## src/rtl/alu_rpn_controller_if.sv

```systemverilog
// -----------------------------------------------------------------------------
// alu_rpn_controller_if
// Bus between the RPN front-end controller and the combinational ALU.
//   A, B    : operands, driven by the controller (M bits each)
//   OpCode  : 2-bit operation select, driven by the controller
//   Result  : ALU result, combinational from A/B/OpCode (M bits)
//   Flags   : ALU status flags (NFLAG bits)
// modport master : controller side (drives operands/opcode, reads result/flags)
// modport slave  : ALU side (reads operands/opcode, drives result/flags)
// -----------------------------------------------------------------------------
interface alu_rpn_controller_if #(
    parameter int M     = 7,
    parameter int NFLAG = 5
);
    logic [M-1:0]     A;
    logic [M-1:0]     B;
    logic [1:0]       OpCode;
    logic [M-1:0]     Result;
    logic [NFLAG-1:0] Flags;

    modport master (
        output A,
        output B,
        output OpCode,
        input  Result,
        input  Flags
    );

    modport slave (
        input  A,
        input  B,
        input  OpCode,
        output Result,
        output Flags
    );
endinterface

```

## src/rtl/alu_rpn_controller.sv

```systemverilog
// -----------------------------------------------------------------------------
// alu_rpn_controller
// Sequential front-end for an M-bit combinational ALU. Operands and opcode are
// entered from switches in reverse-polish order using debounced enter/undo
// buttons. The ALU result and flags are captured one cycle after the opcode is
// loaded, and a display value is selected according to the entry stage.
//
// Ports
//   clk       in   system clock, rising edge
//   reset     in   synchronous active-high reset
//   data_in   in   operand switches (M bits)
//   op_in     in   opcode switches (2 bits)
//   enter     in   enter button level, a rising edge is one command
//   undo      in   undo button level, a rising edge is one command
//   alu       if   ALU bus (master): A, B, OpCode out; Result, Flags in
//   result_q  out  captured ALU result
//   flags_q   out  captured ALU flags
//   disp_val  out  value for the display path
//   state     out  current FSM state encoding
//   valid     out  high while result_q/flags_q hold a fresh result
// -----------------------------------------------------------------------------
module alu_rpn_controller #(
    parameter int M     = 7,
    parameter int NFLAG = 5
) (
    input  logic                 clk,
    input  logic                 reset,
    input  logic [M-1:0]         data_in,
    input  logic [1:0]           op_in,
    input  logic                 enter,
    input  logic                 undo,
    alu_rpn_controller_if.master alu,
    output logic [M-1:0]         result_q,
    output logic [NFLAG-1:0]     flags_q,
    output logic [M-1:0]         disp_val,
    output logic [2:0]           state,
    output logic                 valid
);

    typedef enum logic [2:0] {
        WAIT_A  = 3'd0,
        WAIT_B  = 3'd1,
        WAIT_OP = 3'd2,
        CALC    = 3'd3,
        SHOW    = 3'd4
    } state_t;

    state_t           state_q, state_d;
    logic [M-1:0]     a_q, a_d;
    logic [M-1:0]     b_q, b_d;
    logic [1:0]       op_q, op_d;
    logic [M-1:0]     res_q, res_d;
    logic [NFLAG-1:0] flg_q, flg_d;
    logic             valid_q, valid_d;
    logic             enter_prev_q;
    logic             undo_prev_q;

    logic             undo_e_s;
    logic             enter_e_s;
    logic [M-1:0]     disp_s;

    // Button edge detection; a simultaneous undo suppresses the enter command.
    always_comb begin
        undo_e_s  = undo & ~undo_prev_q;
        enter_e_s = enter & ~enter_prev_q & ~undo_e_s;
    end

    // State and datapath registers with synchronous reset. The prev registers
    // reset to 1 so a button already held through reset does not fire.
    always_ff @(posedge clk) begin
        if (reset) begin
            state_q      <= WAIT_A;
            a_q          <= {M{1'b0}};
            b_q          <= {M{1'b0}};
            op_q         <= 2'b00;
            res_q        <= {M{1'b0}};
            flg_q        <= {NFLAG{1'b0}};
            valid_q      <= 1'b0;
            enter_prev_q <= 1'b1;
            undo_prev_q  <= 1'b1;
        end else begin
            state_q      <= state_d;
            a_q          <= a_d;
            b_q          <= b_d;
            op_q         <= op_d;
            res_q        <= res_d;
            flg_q        <= flg_d;
            valid_q      <= valid_d;
            enter_prev_q <= enter;
            undo_prev_q  <= undo;
        end
    end

    // Next-state and register-load decisions for the RPN entry sequence.
    always_comb begin
        state_d = state_q;
        a_d     = a_q;
        b_d     = b_q;
        op_d    = op_q;
        res_d   = res_q;
        flg_d   = flg_q;
        valid_d = valid_q;

        case (state_q)
            WAIT_A: begin
                // undo has nothing to step back to here
                if (enter_e_s) begin
                    a_d     = data_in;
                    state_d = WAIT_B;
                end else begin
                    state_d = WAIT_A;
                end
            end

            WAIT_B: begin
                if (undo_e_s) begin
                    state_d = WAIT_A;
                end else if (enter_e_s) begin
                    b_d     = data_in;
                    state_d = WAIT_OP;
                end else begin
                    state_d = WAIT_B;
                end
            end

            WAIT_OP: begin
                if (undo_e_s) begin
                    state_d = WAIT_B;
                end else if (enter_e_s) begin
                    op_d    = op_in;
                    state_d = CALC;
                end else begin
                    state_d = WAIT_OP;
                end
            end

            CALC: begin
                // A/B/OpCode have been stable for this whole cycle, so the
                // combinational ALU output is settled; buttons are ignored.
                res_d   = alu.Result;
                flg_d   = alu.Flags;
                valid_d = 1'b1;
                state_d = SHOW;
            end

            SHOW: begin
                if (undo_e_s) begin
                    valid_d = 1'b0;
                    state_d = WAIT_A;
                end else if (enter_e_s) begin
                    // chain the previous result in as the next first operand
                    a_d     = res_q;
                    valid_d = 1'b0;
                    state_d = WAIT_B;
                end else begin
                    state_d = SHOW;
                end
            end

            default: begin
                state_d = WAIT_A;
                valid_d = 1'b0;
            end
        endcase
    end

    // Display source follows the entry stage: switches, opcode, or result.
    always_comb begin
        disp_s = {M{1'b0}};
        case (state_q)
            WAIT_A:  disp_s = data_in;
            WAIT_B:  disp_s = data_in;
            WAIT_OP: disp_s = {{(M-2){1'b0}}, op_in};
            CALC:    disp_s = res_q;
            SHOW:    disp_s = res_q;
            default: disp_s = {M{1'b0}};
        endcase
    end

    assign alu.A      = a_q;
    assign alu.B      = b_q;
    assign alu.OpCode = op_q;
    assign result_q   = res_q;
    assign flags_q    = flg_q;
    assign valid      = valid_q;
    assign state      = state_q;
    assign disp_val   = disp_s;

endmodule
```

## src/flat_wrapper.sv

```systemverilog
// flat-port wrapper written by rule: the top's interface ports become plain ports
module alu_rpn_controller_flat 
#(
    parameter int M     = 7,
    parameter int NFLAG = 5
)
  (clk, reset, data_in, op_in, enter, undo, result_q, flags_q, disp_val, state, valid, alu_A, alu_B, alu_OpCode, alu_Result, alu_Flags);
  alu_rpn_controller_if #(.M(M), .NFLAG(NFLAG)) alu_i ();
  input  logic clk;
  input  logic reset;
  input  logic [M-1:0] data_in;
  input  logic [1:0] op_in;
  input  logic enter;
  input  logic undo;
  output logic [M-1:0] result_q;
  output logic [NFLAG-1:0] flags_q;
  output logic [M-1:0] disp_val;
  output logic [2:0] state;
  output logic valid;
  output wire logic [$bits(alu_i.A)-1:0] alu_A;
  output wire logic [$bits(alu_i.B)-1:0] alu_B;
  output wire logic [$bits(alu_i.OpCode)-1:0] alu_OpCode;
  input wire logic [$bits(alu_i.Result)-1:0] alu_Result;
  input wire logic [$bits(alu_i.Flags)-1:0] alu_Flags;
  assign alu_A = alu_i.A;
  assign alu_B = alu_i.B;
  assign alu_OpCode = alu_i.OpCode;
  assign alu_i.Result = alu_Result;
  assign alu_i.Flags = alu_Flags;
  alu_rpn_controller #(.M(M), .NFLAG(NFLAG)) u_core (.clk(clk), .reset(reset), .data_in(data_in), .op_in(op_in), .enter(enter), .undo(undo), .alu(alu_i), .result_q(result_q), .flags_q(flags_q), .disp_val(disp_val), .state(state), .valid(valid));
endmodule
```

## config.mk

```make
export PLATFORM = sky130hd
export DESIGN_NAME = alu_rpn_controller_flat
export DESIGN_NICKNAME = d
export VERILOG_FILES = /design/src/rtl/alu_rpn_controller_if.sv /design/src/rtl/alu_rpn_controller.sv /design/src/flat_wrapper.sv
export SDC_FILE = /design/constraint.sdc
export NUM_CORES = 1
export LEC_CHECK = 0
export ABC_AREA = 0
export CELL_PAD_IN_SITES_DETAIL_PLACEMENT = 0
export CELL_PAD_IN_SITES_GLOBAL_PLACEMENT = 1
export CORE_ASPECT_RATIO = 0.75
export CORE_MARGIN = 3
export CORE_UTILIZATION = 31
export DETAILED_ROUTE_END_ITERATION = 12
export GPL_ROUTABILITY_DRIVEN = 1
export PLACE_DENSITY_LB_ADDON = 0.3
export SKIP_LAST_GASP = 1
export SLEW_MARGIN = 20
export SYNTH_ARGS = -nofsm -noshare
export SYNTH_HDL_FRONTEND = slang
export SYNTH_SLANG_ARGS = --single-unit
```

## constraint.sdc

```tcl
create_clock -name clk -period 1.8 [get_ports clk]
set_input_delay 0.54 -clock clk [delete_from_list [all_inputs] [get_ports clk]]
set_output_delay 0.54 -clock clk [all_outputs]
set_load 0.02 [all_outputs]
```

==> metrics.txt <==
# TYPE chip_impl_metric gauge
chip_impl_metric{name="die_h",unit="um"} 67.4
chip_impl_metric{name="final_period_util",unit="%"} 112
chip_impl_metric{name="min_delay_path_depth",unit=""} 2
chip_impl_info{name="path_cells",value="and3b_1, a21o_4, a22o_4, buf_6"} 1
chip_impl_metric{name="placement_rows",unit=""} 21
chip_impl_info{name="yosys-top-cells-area",value="dfxtp_1, mux2i_1, nand2b_1"} 1
chip_impl_metric{name="postSynthCellCount",unit=""} 173
chip_impl_metric{name="drc_errors",unit=""} 0
chip_impl_info{name="regToRegStartpoint",value="u_core.state[2]"} 1
chip_impl_metric{name="synth.area.mux_share",unit="%"} 10.3
chip_impl_metric{name="cts.reportedPaths.clkPinSlew",unit="ns"} 0.07
chip_impl_metric{name="synth-seq-cells",unit=""} 34
chip_impl_info{name="clock-root-buffer",value="clkbuf_8"} 1
chip_impl_metric{name="synth_xor_xnor_area_share",unit="%"} 0
chip_impl_metric{name="seq_area_frac_synth",unit="%"} 43.7
chip_impl_metric{name="final_critical_path_setup_slack",unit="ns"} -0.215
chip_impl_metric{name="report.final.setup_viol",unit=""} 7
chip_impl_info{name="synth_top_family_by_area",value="simple AND/OR/NAND/NOR gates"} 1
chip_impl_metric{name="die_w",unit="um"} 87.9
chip_impl_info{name="cts_tree",value="built"} 1
chip_impl_metric{name="clockPowerShare",unit="%"} 40.0
chip_impl_metric{name="tightestPinTransition",unit="ns"} 0.345
chip_impl_metric{name="cpPeakStageDelay",unit="ns"} 0.36
chip_impl_metric{name="cts_inserted_buffers",unit=""} 5
chip_impl_metric{name="grt_pass1_vias",unit=""} 1570
chip_impl_info{name="timing.rr.end",value="u_core.alu.B[3]"} 1
chip_impl_info{name="failing_checks",value="negative setup slack"} 1
chip_impl_metric{name="detail-route-antenna-nets",unit=""} 0
chip_impl_info{name="rsz0062_at_grt",value="yes"} 1
chip_impl_metric{name="power.sequential.fraction",unit="%"} 45.7
chip_impl_metric{name="synth_warnings",unit=""} 0
chip_impl_metric{name="path_max_fanout",unit=""} 7
chip_impl_metric{name="postRouteWirelength",unit="um"} 4640
chip_impl_metric{name="grt_start_max_net_pins",unit=""} 44
chip_impl_metric{name="synth_simple_gate_area_share",unit="%"} 22.3
chip_impl_metric{name="max-vdd-ir-drop",unit="mV"} 0.349
chip_impl_metric{name="synthDominantCellAreaShare",unit="%"} 43.7
chip_impl_metric{name="period_needed",unit="ns"} 2.01
chip_impl_metric{name="asyncSetResetFlopFracSynth",unit="%"} 0
chip_impl_info{name="run_status",value="finished, violations left"} 1
chip_impl_info{name="crit_path_end_kind",value="output port"} 1
chip_impl_metric{name="fp.dieArea",unit="mm^2"} 0.00592
chip_impl_metric{name="internal-power",unit="W"} 0.00129
chip_impl_metric{name="route.vias.total",unit=""} 1524
chip_impl_metric{name="critPathArrivalTime",unit="ns"} 1.47
chip_impl_info{name="holdCritStartpoint",value="u_core.flags_q[3]"} 1
chip_impl_metric{name="reg2reg_setup_slack",unit="ns"} 0.24
chip_impl_metric{name="reg2regPathDepth",unit=""} 6
chip_impl_info{name="worstHoldPathType",value="flop to flop"} 1
chip_impl_metric{name="detail_route.wl_per_cell",unit="um"} 14.6
chip_impl_metric{name="antenna_cells",unit=""} 0
chip_impl_metric{name="clock_sink_count",unit=""} 34
chip_impl_metric{name="placedInstanceArea",unit="mm^2"} 0.00246
chip_impl_metric{name="synth.avg_cell_area",unit="um^2"} 9.00
chip_impl_metric{name="final_net_count",unit=""} 285
chip_impl_metric{name="max_clock_freq",unit="GHz"} 0.496
chip_impl_metric{name="drt_first_pass_iters",unit=""} 4
chip_impl_metric{name="power.density_cell_area",unit="mW/mm^2"} 645
chip_impl_metric{name="clkLatencyLatePin",unit="ns"} 0.29
chip_impl_metric{name="vias_per_cell",unit=""} 4.79
chip_impl_metric{name="slew_hr",unit="%"} 77.0
chip_impl_metric{name="finClkSkew",unit="ns"} 0.00402
chip_impl_metric{name="grt.overflow.total",unit=""} 0
chip_impl_metric{name="dp_hpwl",unit="um"} 3420
chip_impl_metric{name="ctsHtreeMaxLevel",unit=""} 2
chip_impl_info{name="min_delay_worst_endpoint",value="u_core.flags_q[3]"} 1
chip_impl_metric{name="fin_area",unit="mm^2"} 0.00261
chip_impl_metric{name="globalplace.congestion",unit=""} 0.838
chip_impl_metric{name="synth_fa_ha_area_share",unit="%"} 0
chip_impl_metric{name="area_growth",unit="%"} 67.4
chip_impl_metric{name="cap_violations",unit=""} 0
chip_impl_metric{name="static-leakage-power",unit="nW"} 1.24
chip_impl_metric{name="netSwitchingFraction",unit="%"} 23.5
chip_impl_metric{name="syn-num-nets",unit=""} 198
chip_impl_metric{name="synth_cell_types",unit=""} 27
chip_impl_metric{name="required",unit="ns"} 1.26
chip_impl_info{name="netlist_top_cells_count",value="dfxtp_1, nand2_1, nand2b_1"} 1
chip_impl_info{name="synthFlopType",value="dfxtp_1"} 1
chip_impl_metric{name="grt_antenna_before_repair",unit=""} 0
chip_impl_info{name="slowest_stage",value="dfxtp_4"} 1
chip_impl_info{name="post-synth-top-area-cell",value="dfxtp_1"} 1
chip_impl_metric{name="power_switching",unit="W"} 0.000394
chip_impl_metric{name="drive_above_1_share",unit="%"} 24.1
chip_impl_metric{name="number_of_design_rule_violations_left_by_the_first_detailed_router_iteration",unit=""} 72
chip_impl_metric{name="power.combinational.fraction",unit="%"} 14.3
chip_impl_metric{name="synth_compound_gate_area_share",unit="%"} 17.9
chip_impl_metric{name="ctsLongestPathBuffers",unit=""} 2
chip_impl_metric{name="coreArea",unit="mm^2"} 0.00465
chip_impl_metric{name="port-buffer-count",unit=""} 63
chip_impl_info{name="crit_path_start_kind",value="flop"} 1
chip_impl_metric{name="number_of_enable_flip_flop_cells_after_synthesis",unit=""} 0
chip_impl_metric{name="starting_density_of_the_core",unit="%"} 33.5
chip_impl_info{name="worst-setup-path-type",value="flop to output port"} 1
chip_impl_metric{name="grt_first_pass_wirelength",unit="um"} 7840
chip_impl_metric{name="post_synth_instance_area",unit="mm^2"} 0.00156
chip_impl_metric{name="cts_hold_buffers",unit=""} 0
chip_impl_metric{name="grtUsageTotal",unit="%"} 17.5
chip_impl_metric{name="io_pins",unit=""} 64
chip_impl_info{name="synth.most_common_cell",value="dfxtp_1"} 1
chip_impl_metric{name="maxSlewViolCount",unit=""} 0
chip_impl_metric{name="fin_setup_tns",unit="ns"} -1.29
chip_impl_metric{name="report.final.hold_viol_count",unit=""} 0
[power by group through the flow]
stage	registers, W	logic, W	clock network, W
final	0.000769	0.000241	0.000672
after global routing	0.000770	0.000258	0.000726
after CTS	0.000769	0.000241	0.000687
after detailed placement	0.000788	0.000243	0
after global placement	0.000788	0.000243	0
after floorplan	0.000800	0.0000893	0
[sequential cells by signal, summed over array words and instances (netlist names)]
signal and flops:
u_core.result_q 7, u_core.flags_q 5, u_core.state 3, u_core.alu.A 7, u_core.undo_prev_q 1, u_core.alu.B 7, u_core.alu.OpCode 2, u_core.enter_prev_q 1
u_core.valid 1
[routing by layer]
metal | vias up | track usage, % | routed length (um)
li1 | 785 | - | -
met1 | 684 | 25.6 | 2510
met2 | 48 | 23.2 | 1720
met3 | 7 | 6.34 | 336
met4 | 0 | 6.32 | 70
met5 | - | 0 | 0
[placed cells by master, fill, tap and decap left out, types with 9 or more instances in the layout]
| cell | Yosys | layout |
|---|---|---|
| a21oi_1 | 15 | 15 |
| dlygate4sd2_1 | 0 | 18 |
| mux2i_1 | 16 | 16 |
| clkdlybuf4s50_1 | 0 | 26 |
| a211oi_1 | 9 | 9 |
| dlymetal6s2s_1 | 0 | 11 |
| buf_4 | 2 | 34 |
| dfxtp_1 | 34 | 32 |
| nand2b_1 | 20 | 20 |
| nand2_1 | 25 | 25 |
[worst max-delay path by stage]
stage / from / end
floorplan: u_core.state[2] / disp_val[2]
global placement: data_in[0] / disp_val[0]
finish: u_core.state[1] / disp_val[5]
CTS: u_core.state[1] / disp_val[5]
detailed placement: data_in[1] / disp_val[1]
global route: u_core.state[1] / disp_val[5]
[worst max-delay path, delay by kind of cell (launching register included)]
family | cells | cell delay [ns]
and+or+nand+nor | 1 | 0.20
buffers and inverters | 1 | 0.13
DFF | 1 | 0.36
AOI/OAI and AO/OA | 2 | 0.50
[kinds of logic after synthesis]
kind of cell | Yosys count
flops | 34
buf+inv | 16
simple gates | 66
compound gates | 41
mux | 16
[layout make-up]
type,count,area [um^2]
timing repair buffer,96,897
multi-input combinational,123,841
clock buffer,8,110
sequential,34,688
tap,57,71.3
fill,455,2040
[per-stage QoR]
| step | cells | setup WS [ns] | total power, W | utilization [%] | hold WS [ns] |
|---|---|---|---|---|---|
| final | 318 | -0.215 | 0.00168 | 56.1 | 0.454 |
| after global routing | 318 | -0.251 | 0.00175 | 56.1 | 0.469 |
| after detailed placement | 307 | -0.692 | 0.00103 | 52.8 | 0.448 |
| after floorplan | 173 | -0.0103 | 0.000889 | - | 0.535 |
| after global placement | 307 | -0.679 | 0.00103 | 52.8 | 0.442 |
| after CTS | 318 | -0.220 | 0.00170 | 55.3 | 0.458 |
[what timing repair did]
item / in CTS / in global routing
gates resized for setup: 62 / 14
setup buffers: 3 / 0
setup endpoints to repair: 23 / 18
endpoints found under the hold margin: 0 / 0
pin swaps: 2 / 0
(Power assumes the default switching activity.)
